===== src/rtl/tlight_package.sv =====
// Shared types for the junction controller: lamp encodings, controller phases, elaboration helpers.
// Type-only package; no logic, no latency, no flow control.
package tlight_package;

  // RED/YELLOW/GREEN keep their legacy encodings; OFF is only used by the night flash.
  typedef enum logic [1:0] {
    RED    = 2'd0,
    YELLOW = 2'd1,
    GREEN  = 2'd2,
    OFF    = 2'd3
  } tlight_control_t;

  typedef enum logic [2:0] {
    RESET  = 3'd0,
    READY  = 3'd1,
    GO     = 3'd2,
    STOP   = 3'd3,
    ALLRED = 3'd4,
    NIGHT  = 3'd5
  } tlight_phase_t;

  function automatic int max_of(input int a, input int b);
    return (a > b) ? a : b;
  endfunction

endpackage


===== src/rtl/tlight_phase_timer.sv =====
// Loadable down-counter that times one controller phase; saturates at zero, done while zero.
// Load takes effect on the next edge; never stalls.
module tlight_phase_timer #(
  parameter int TIMER_W = 4
) (
  input  logic               clock,
  input  logic               reset_n,
  input  logic               load,
  input  logic [TIMER_W-1:0] load_val,
  output logic               done
);

  logic [TIMER_W-1:0] cnt_q, cnt_d;

  always_comb begin
    cnt_d = cnt_q;
    if (load) begin
      cnt_d = load_val;
    end else if (cnt_q != '0) begin
      cnt_d = cnt_q - TIMER_W'(1);
    end
  end

  always_ff @(posedge clock or negedge reset_n) begin
    if (!reset_n) begin
      cnt_q <= '0;
    end else begin
      cnt_q <= cnt_d;
    end
  end

  assign done = (cnt_q == '0);

endmodule


===== src/rtl/tlight_multi.sv =====
// N-approach round-robin traffic-light controller with ped extension, all-red clearance and night flash.
// Outputs are a Moore decode of registered state (valid the same cycle); no backpressure.
module tlight_multi
  import tlight_package::*;
#(
  parameter int  N_DIR       = 2,
  parameter int  READY_CYC   = 3,
  parameter int  GO_CYC      = 15,
  parameter int  STOP_CYC    = 1,
  parameter int  ALLRED_CYC  = 0,
  parameter int  PED_EXT_CYC = 5,
  parameter int  FLASH_CYC   = 1,
  localparam int DIR_W       = $clog2(N_DIR)
) (
  input  logic                        clock,
  input  logic                        reset_n,
  input  logic                        night_mode,
  input  logic [N_DIR-1:0]            ped_req,
  output tlight_control_t [N_DIR-1:0] lights,
  output logic [N_DIR-1:0]            ped_walk,
  output logic [DIR_W-1:0]            active_dir,
  output tlight_phase_t               phase
);

  localparam int MAX_LEN = max_of(max_of(READY_CYC, GO_CYC + PED_EXT_CYC),
                                  max_of(max_of(STOP_CYC, ALLRED_CYC), FLASH_CYC));
  localparam int TIMER_W = $clog2(MAX_LEN + 1);

  localparam logic [TIMER_W-1:0] LD_READY  = TIMER_W'(READY_CYC - 1);
  localparam logic [TIMER_W-1:0] LD_GO     = TIMER_W'(GO_CYC - 1);
  localparam logic [TIMER_W-1:0] LD_GO_PED = TIMER_W'(GO_CYC + PED_EXT_CYC - 1);
  localparam logic [TIMER_W-1:0] LD_STOP   = TIMER_W'(STOP_CYC - 1);
  localparam logic [TIMER_W-1:0] LD_ALLRED = TIMER_W'((ALLRED_CYC > 0) ? ALLRED_CYC - 1 : 0);
  localparam logic [TIMER_W-1:0] LD_FLASH  = TIMER_W'(FLASH_CYC - 1);

  if (N_DIR < 2) begin : g_bad_ndir
    $error("tlight_multi: N_DIR must be at least 2");
  end
  if (READY_CYC < 1 || GO_CYC < 1 || STOP_CYC < 1 || FLASH_CYC < 1 ||
      ALLRED_CYC < 0 || PED_EXT_CYC < 0) begin : g_bad_cyc
    $error("tlight_multi: phase lengths out of range");
  end

  tlight_phase_t      phase_q, phase_d;
  logic [DIR_W-1:0]   dir_q, dir_d;
  logic [N_DIR-1:0]   pend_q, pend_d;
  logic               walk_q, walk_d;
  logic               flash_off_q, flash_off_d;
  logic               tmr_load, tmr_done, clr_end;
  logic [TIMER_W-1:0] tmr_val;

  tlight_phase_timer #(.TIMER_W(TIMER_W)) u_timer (
    .clock    (clock),
    .reset_n  (reset_n),
    .load     (tmr_load),
    .load_val (tmr_val),
    .done     (tmr_done)
  );

  always_ff @(posedge clock or negedge reset_n) begin
    if (!reset_n) begin
      phase_q     <= RESET;
      dir_q       <= '0;
      pend_q      <= '0;
      walk_q      <= 1'b0;
      flash_off_q <= 1'b0;
    end else begin
      phase_q     <= phase_d;
      dir_q       <= dir_d;
      pend_q      <= pend_d;
      walk_q      <= walk_d;
      flash_off_q <= flash_off_d;
    end
  end

  always_comb begin
    phase_d     = phase_q;
    dir_d       = dir_q;
    pend_d      = pend_q;
    walk_d      = walk_q;
    flash_off_d = flash_off_q;
    tmr_load    = 1'b0;
    tmr_val     = '0;
    clr_end     = 1'b0;

    // A request for the approach whose walk is already showing is simply absorbed.
    if (phase_q != NIGHT) pend_d = pend_q | ped_req;
    if (phase_q == GO && walk_q) pend_d[dir_q] = 1'b0;

    case (phase_q)
      RESET: begin
        phase_d  = READY;
        dir_d    = '0;
        tmr_load = 1'b1;
        tmr_val  = LD_READY;
      end
      READY: if (tmr_done) begin
        phase_d        = GO;
        walk_d         = pend_q[dir_q] | ped_req[dir_q];
        pend_d[dir_q]  = 1'b0;
        tmr_load       = 1'b1;
        tmr_val        = walk_d ? LD_GO_PED : LD_GO;
      end
      GO: if (tmr_done) begin
        phase_d  = STOP;
        walk_d   = 1'b0;
        tmr_load = 1'b1;
        tmr_val  = LD_STOP;
      end
      STOP: if (tmr_done) begin
        if (ALLRED_CYC > 0) begin
          phase_d  = ALLRED;
          tmr_load = 1'b1;
          tmr_val  = LD_ALLRED;
        end else begin
          clr_end = 1'b1;
        end
      end
      ALLRED: if (tmr_done) clr_end = 1'b1;
      NIGHT: begin
        if (!night_mode) begin
          phase_d = RESET;
          dir_d   = '0;
        end else if (tmr_done) begin
          flash_off_d = ~flash_off_q;
          tmr_load    = 1'b1;
          tmr_val     = LD_FLASH;
        end
      end
      default: phase_d = RESET;
    endcase

    // Night mode is only honoured once the junction is fully cleared.
    if (clr_end) begin
      tmr_load = 1'b1;
      if (night_mode) begin
        phase_d     = NIGHT;
        pend_d      = '0;
        flash_off_d = 1'b0;
        tmr_val     = LD_FLASH;
      end else begin
        phase_d = READY;
        dir_d   = (dir_q == DIR_W'(N_DIR - 1)) ? '0 : dir_q + DIR_W'(1);
        tmr_val = LD_READY;
      end
    end
  end

  always_comb begin
    for (int i = 0; i < N_DIR; i++) begin
      lights[i]   = RED;
      ped_walk[i] = 1'b0;
      if (phase_q == NIGHT) begin
        lights[i] = flash_off_q ? OFF : YELLOW;
      end else if (DIR_W'(i) == dir_q) begin
        if (phase_q == READY || phase_q == STOP) begin
          lights[i] = YELLOW;
        end else if (phase_q == GO) begin
          lights[i]   = GREEN;
          ped_walk[i] = walk_q;
        end
      end
    end
  end

  assign active_dir = dir_q;
  assign phase      = phase_q;

endmodule


===== config.mk =====
export PLATFORM = sky130hd
export DESIGN_NAME = tlight_multi
export DESIGN_NICKNAME = d
export VERILOG_FILES = /design/src/rtl/tlight_package.sv /design/src/rtl/tlight_phase_timer.sv /design/src/rtl/tlight_multi.sv
export SDC_FILE = /design/constraint.sdc
export NUM_CORES = 1
export LEC_CHECK = 0
export BUFFER_PORTS_ARGS = -buffer_cell sky130_fd_sc_hd__clkbuf_2
export CORE_UTILIZATION = 54
export CTS_CLUSTER_SIZE = 25
export DETAILED_ROUTE_END_ITERATION = 6
export GPL_TIMING_DRIVEN = 0
export PLACE_DENSITY_LB_ADDON = 0.25
export SYNTH_ARGS = -nofsm -noshare
export SYNTH_HDL_FRONTEND = slang
export SYNTH_SLANG_ARGS = --single-unit

===== constraint.sdc =====
create_clock -name clock -period 2.5 [get_ports clock]
set_input_delay 0.125 -clock clock [delete_from_list [all_inputs] [get_ports clock]]
set_output_delay 0.125 -clock clock [all_outputs]
set_load 0.02 [all_outputs]

Yosys cells after proc, flatten, opt, wreduce, memory -nomap -nowiden
Index checks and enable logic that the tools add are counted.

Register bits after elaboration: 13. Latch bits: 0. RAM bits: 0. ROM bits: 0. Bits of input ports: 5. Output and inout bits: 10. Memories: 0.

Add/subtract/negate cells: 2. Multipliers: 0. Divide/modulo/power cells: 0. Magnitude comparators: 2. Equality and inequality tests: 12. Shift operators: 0. Mux-type cells: 56. Bitwise operators: 6. Reductions and logical operators: 12.

Operators by type and width (count): 2-bit 2-to-1 mux (14); 1-bit 2-to-1 mux (26); 5-bit 2-to-1 mux (5); 3-bit 2-to-1 mux (5); 3-bit one-hot mux with 5 select lines (1); 3-bit != test, second input constant (4); 5-bit one-hot mux with 2 select lines (1); 3-bit by 2-bit == test with 1-bit output, second input constant (2); 3-bit == test, second input constant (2); 5-bit zero test (1); 5-bit nonzero test (1); 5-bit by 1-bit subtractor with 5-bit output, second input constant (1); 2-bit AND (2); 2-bit != test, second input constant (2); 1-bit one-hot mux with 2 select lines (2); 4-bit AND reduction (1); 2-bit nonzero test (2); 2-bit OR reduction (2); 3-bit by 1-bit == test with 1-bit output, second input constant (1); 3-bit zero test (1); 1-bit one-hot mux with 3 select lines (1); 3-bit AND reduction (1); 1-bit logical AND (2); 1-bit by 2-bit < comparator with 1-bit output, second input constant (1); other kinds (9) (9).

Logic depth before layout (Yosys ltp)
Depth after elaboration: 12. Depth in mapped cells: 7.

Cells and area by module
Synthesis repeated with hierarchy kept, for this count alone.

Cells, all modules: 112. Area, all modules: 1023.5 µm².

By module, submodules not included: tlight_multi (times used 1, cells each 85, area each 744.5 µm²); tlight_phase_timer (times used 1, cells each 27, area each 279.0 µm²).

Worst setup path after synthesis
Ideal clock, no wire load.

Path type: flip-flop to flip-flop. Start point: register u_timer.cnt_q[0]. End point: register walk_q. Library setup time: 125 ps. Data arrival time: 1588 ps. Data required time: 2375 ps. Slack: 786 ps. Stages on the path, launching flop included: 7. Path buffers: 1. Clock period less this slack: 1714 ps. Cell sequence: dfrtp_1 > inv_1 > ha_1 > or4b_1 > buf_2 > o41ai_2 > nand2_1.

Word-level cells in the longest chain between the ends: 3. Elaborated cells between the ends (all ways): 4.

RTL lines: start: declaration (RTL line tlight_phase_timer.sv:13) `logic [TIMER_W-1:0] cnt_q, cnt_d;`; start signal: assignment (RTL line tlight_phase_timer.sv:28) `cnt_q <= cnt_d;`; 5-bit zero test * (RTL line tlight_phase_timer.sv:32) `assign done = (cnt_q == '0);`; 2-bit != test (no line); 3-bit AND reduction (no line) *; end signal: assignment (RTL line tlight_multi.sv:71) `walk_q <= walk_d;`; end: declaration (RTL line tlight_multi.sv:47) `logic walk_q, walk_d;`.

Every way passes the cells marked *; elsewhere a longest branch is shown, timed or not. A chain may end at the register's enable or synchronous reset.

==> impl_metrics.ini <==
[clock_tree]
cts_resized = 0
worst_skew_pair.late_latency_ns = 0.27
clockRootBuffer = clkbuf_4
htree_levels = 1
cts.path.max_buffers = 2
numCtsBuffers = 3
cts.sinks = 13
cts_setup_buffers = 0
cts_tree = yes
clkTransAtPathRegs_ns = 0.09

[global_routing]
overflow = 0
grt_max_degree = 14
met1_usage_pct = 38.2
grt_pass1_wl_um = 3560
grt_use_total_pct = 25.6
grt.busiest_layer = met2
grt_use_met3_pct = 2.55
use_met2_pct = 38.5
grt_pass1_vias = 797
antenna_found_initial = 0

[power]
ir_drop_uv = 510
p_seq_share_pct = 37.8
pwr-share-clk_pct = 13.2
p_leak_nw = 0.458
switchingPower_uw = 442
switching_share_pct = 44.7
power.density_mw_per_mm2 = 966
combPwrFrac_pct = 49.0
p_int_uw = 546

[sta]
finalSetupViolations = 0
drv_slew = 0
worst_slew_pin_slew_ns = 0.528
fin_skew_ns = 0.0102
whs_ns = 0.143
fin_crit_ns = 2.09
slew_headroom_pct = 64.6
grt_setup_unrepaired = false
fmax_mhz = 478
post-route-period-util_pct = 83.7
report.final.hold_viol_count = 0
tns_ns = 0

[route]
route.detailed.drc = 0
drt-total-wl_um = 2130
ant_nets = 0
vias = 900
wl_per_cell_um = 14.6
via_per_inst = 6.16
first_pass_iters = 4
drt_iter0_drc = 36

[critical_path]
required_ns = 2.38
cp-end-kind = output pin
start_kind = flop
crit_start = phase[2]
worstSetupPathType = reg -> out
arrival_ns = 1.97
crit_fanout = 10
reg2reg_from = u_timer.cnt_q[0]

[synth]
syn_area_sq_um = 901
synth_top_cell_by_area = dfrtp_1
yosys.area.top_type_share_pct = 36.1
synth_cells = 112
synth_most_common_cell = nand2_1
yosysSeqAreaShare_pct = 36.1
avgSynthCellArea_sq_um = 8.04
synth_flop_cell = dfrtp_1
synth_edf_count = 0
ys_ff_latch = 13
ys_types = 33
yosys_warnings = 0
ys_top_cells_by_area = dfrtp_1 (36%), nand2_1 (7.1%), a21oi_1 (5.0%)
syn_nets = 119
synthTopCellsByCount = nand2_1 (17), dfrtp_1 (13), nor2_1 (10)
async_flop_share_pct = 100

[die]
io_pins = 15
floorplan.initialDensity_pct = 59.1
fp.dieW_um = 42.8
core_sq_mm = 0.00152
rows = 14
die_h_um = 42.8
die_area_sq_mm = 0.00184

[run]
maxCapViolCount = 0

[cells_and_area]
drive_above_1_share_pct = 16.2
syn2layout_area_growth_pct = 13.5
antenna_cells = 0
finalNetCount = 138
filler_cell_count = 132
postLayoutCellArea_sq_mm = 0.00102
final_util_pct = 67.1

[placement]
place_congestion = 0.892
numPortBuffers = 13
hpwl_um = 1630
place_area_sq_um = 986

[worst_hold_path]
hold_class = in -> reg
min_from = ped_req[0]

[run_status]
status = completed
-- worst max-delay path, stage by stage (launching register included) --
cell      delay [ns]
dfrtp_1         0.38
clkbuf_1        0.36
clkbuf_1        0.43
nand2_1         0.15
a21oi_1         0.18
clkbuf_2        0.19
-- layout make-up --
class	count	area [sq um]	area share, %
inverters	7	26.3	2.57
well taps	16	20.0	1.96
flip-flops and latches	13	325	31.8
plain buffers	7	27.5	2.69
clock buffers	4	26.3	2.57
repair buffers	14	75.1	7.34
multi-input cells	85	522	51.0
-- registers in the layout, summed over array words and instances (netlist names), named ones only --
register	count
pend_q	2
walk_q	1
u_timer.cnt_q	5
phase	3
active_dir	1
-- logic make-up (layout without fill, tap and decap cells) --
| kind of cell | count (synthesis) | in the layout | synth area share (%) |
|---|---|---|---|
| AO/OA/AOI/OAI | 32 | 32 | 25.4 |
| multiplexers | 1 | 1 | 1.11 |
| flip-flops | 13 | 13 | 36.1 |
| AND/OR/NAND/NOR | 48 | 48 | 26.7 |
| buffers and inverters | 14 | 32 | 5.97 |
| adder cells (fa/ha/maj) | 2 | 2 | 2.78 |
| XOR/XNOR | 2 | 2 | 1.94 |
-- placed cells by master (no fill, tap or decap), types with 2 or more instances in the layout --
cell	instances
nand2_1	17
dfrtp_1	13
clkbuf_2	13
nor2_1	10
a21oi_1	9
inv_1	7
clkbuf_1	7
nand3_1	6
nor3_1	5
a211oi_1	4
o31ai_1	4
nor2b_1	3
o21ai_0	3
clkbuf_4	3
and3_1	2
o2bb2ai_1	2
xnor2_1	2
ha_1	2
-- worst paths after layout --
check | slack [ns] | depth (start not counted) | end
setup / recovery | 0.41 | 5 | lights[2]
min in group asynchronous | 0.26 | 2 | pend_q[0]
hold reg to reg | 0.52 | 1 | flop
max in group asynchronous | 1.99 | 2 | phase[1]
setup reg to reg | 0.55 | 6 | flop
hold / removal | 0.14 | 3 | pend_q[0]
-- power groups by stage --
stage / clock (mW) / sequential [mW] / combinational [mW]
after floorplan: 0 / 0.373 / 0.360
after global placement: 0 / 0.372 / 0.469
after detailed placement: 0 / 0.378 / 0.474
after CTS: 0.131 / 0.373 / 0.481
after global routing: 0.140 / 0.384 / 0.543
final: 0.131 / 0.373 / 0.484
-- per-stage QoR --
stage,total power [mW],worst slack (ns),instances
detailed placement,0.852,0.592,141
floorplan,0.734,0.786,112
finish,0.987,0.407,146
global placement,0.841,0.667,141
CTS,0.984,0.473,146
global route,1.07,0.278,146
-- what timing repair did --
item,CTS,global route
endpoints found under the hold margin,13,0
hold buffers,1,0
setup endpoints to repair,0,0
-- per-layer routing --
| layer | up-vias | part of all wire, % | wire length [um] |
|---|---|---|---|
| met3 | 2 | 6.5 | 139 |
| met4 | 0 | 0.42 | 9 |
| li1 | 440 | - | - |
| met2 | 52 | 46 | 969 |
| met1 | 406 | 47 | 1010 |
| met5 | - | 0 | 0 |
Power figures use the tool's default switching activity.
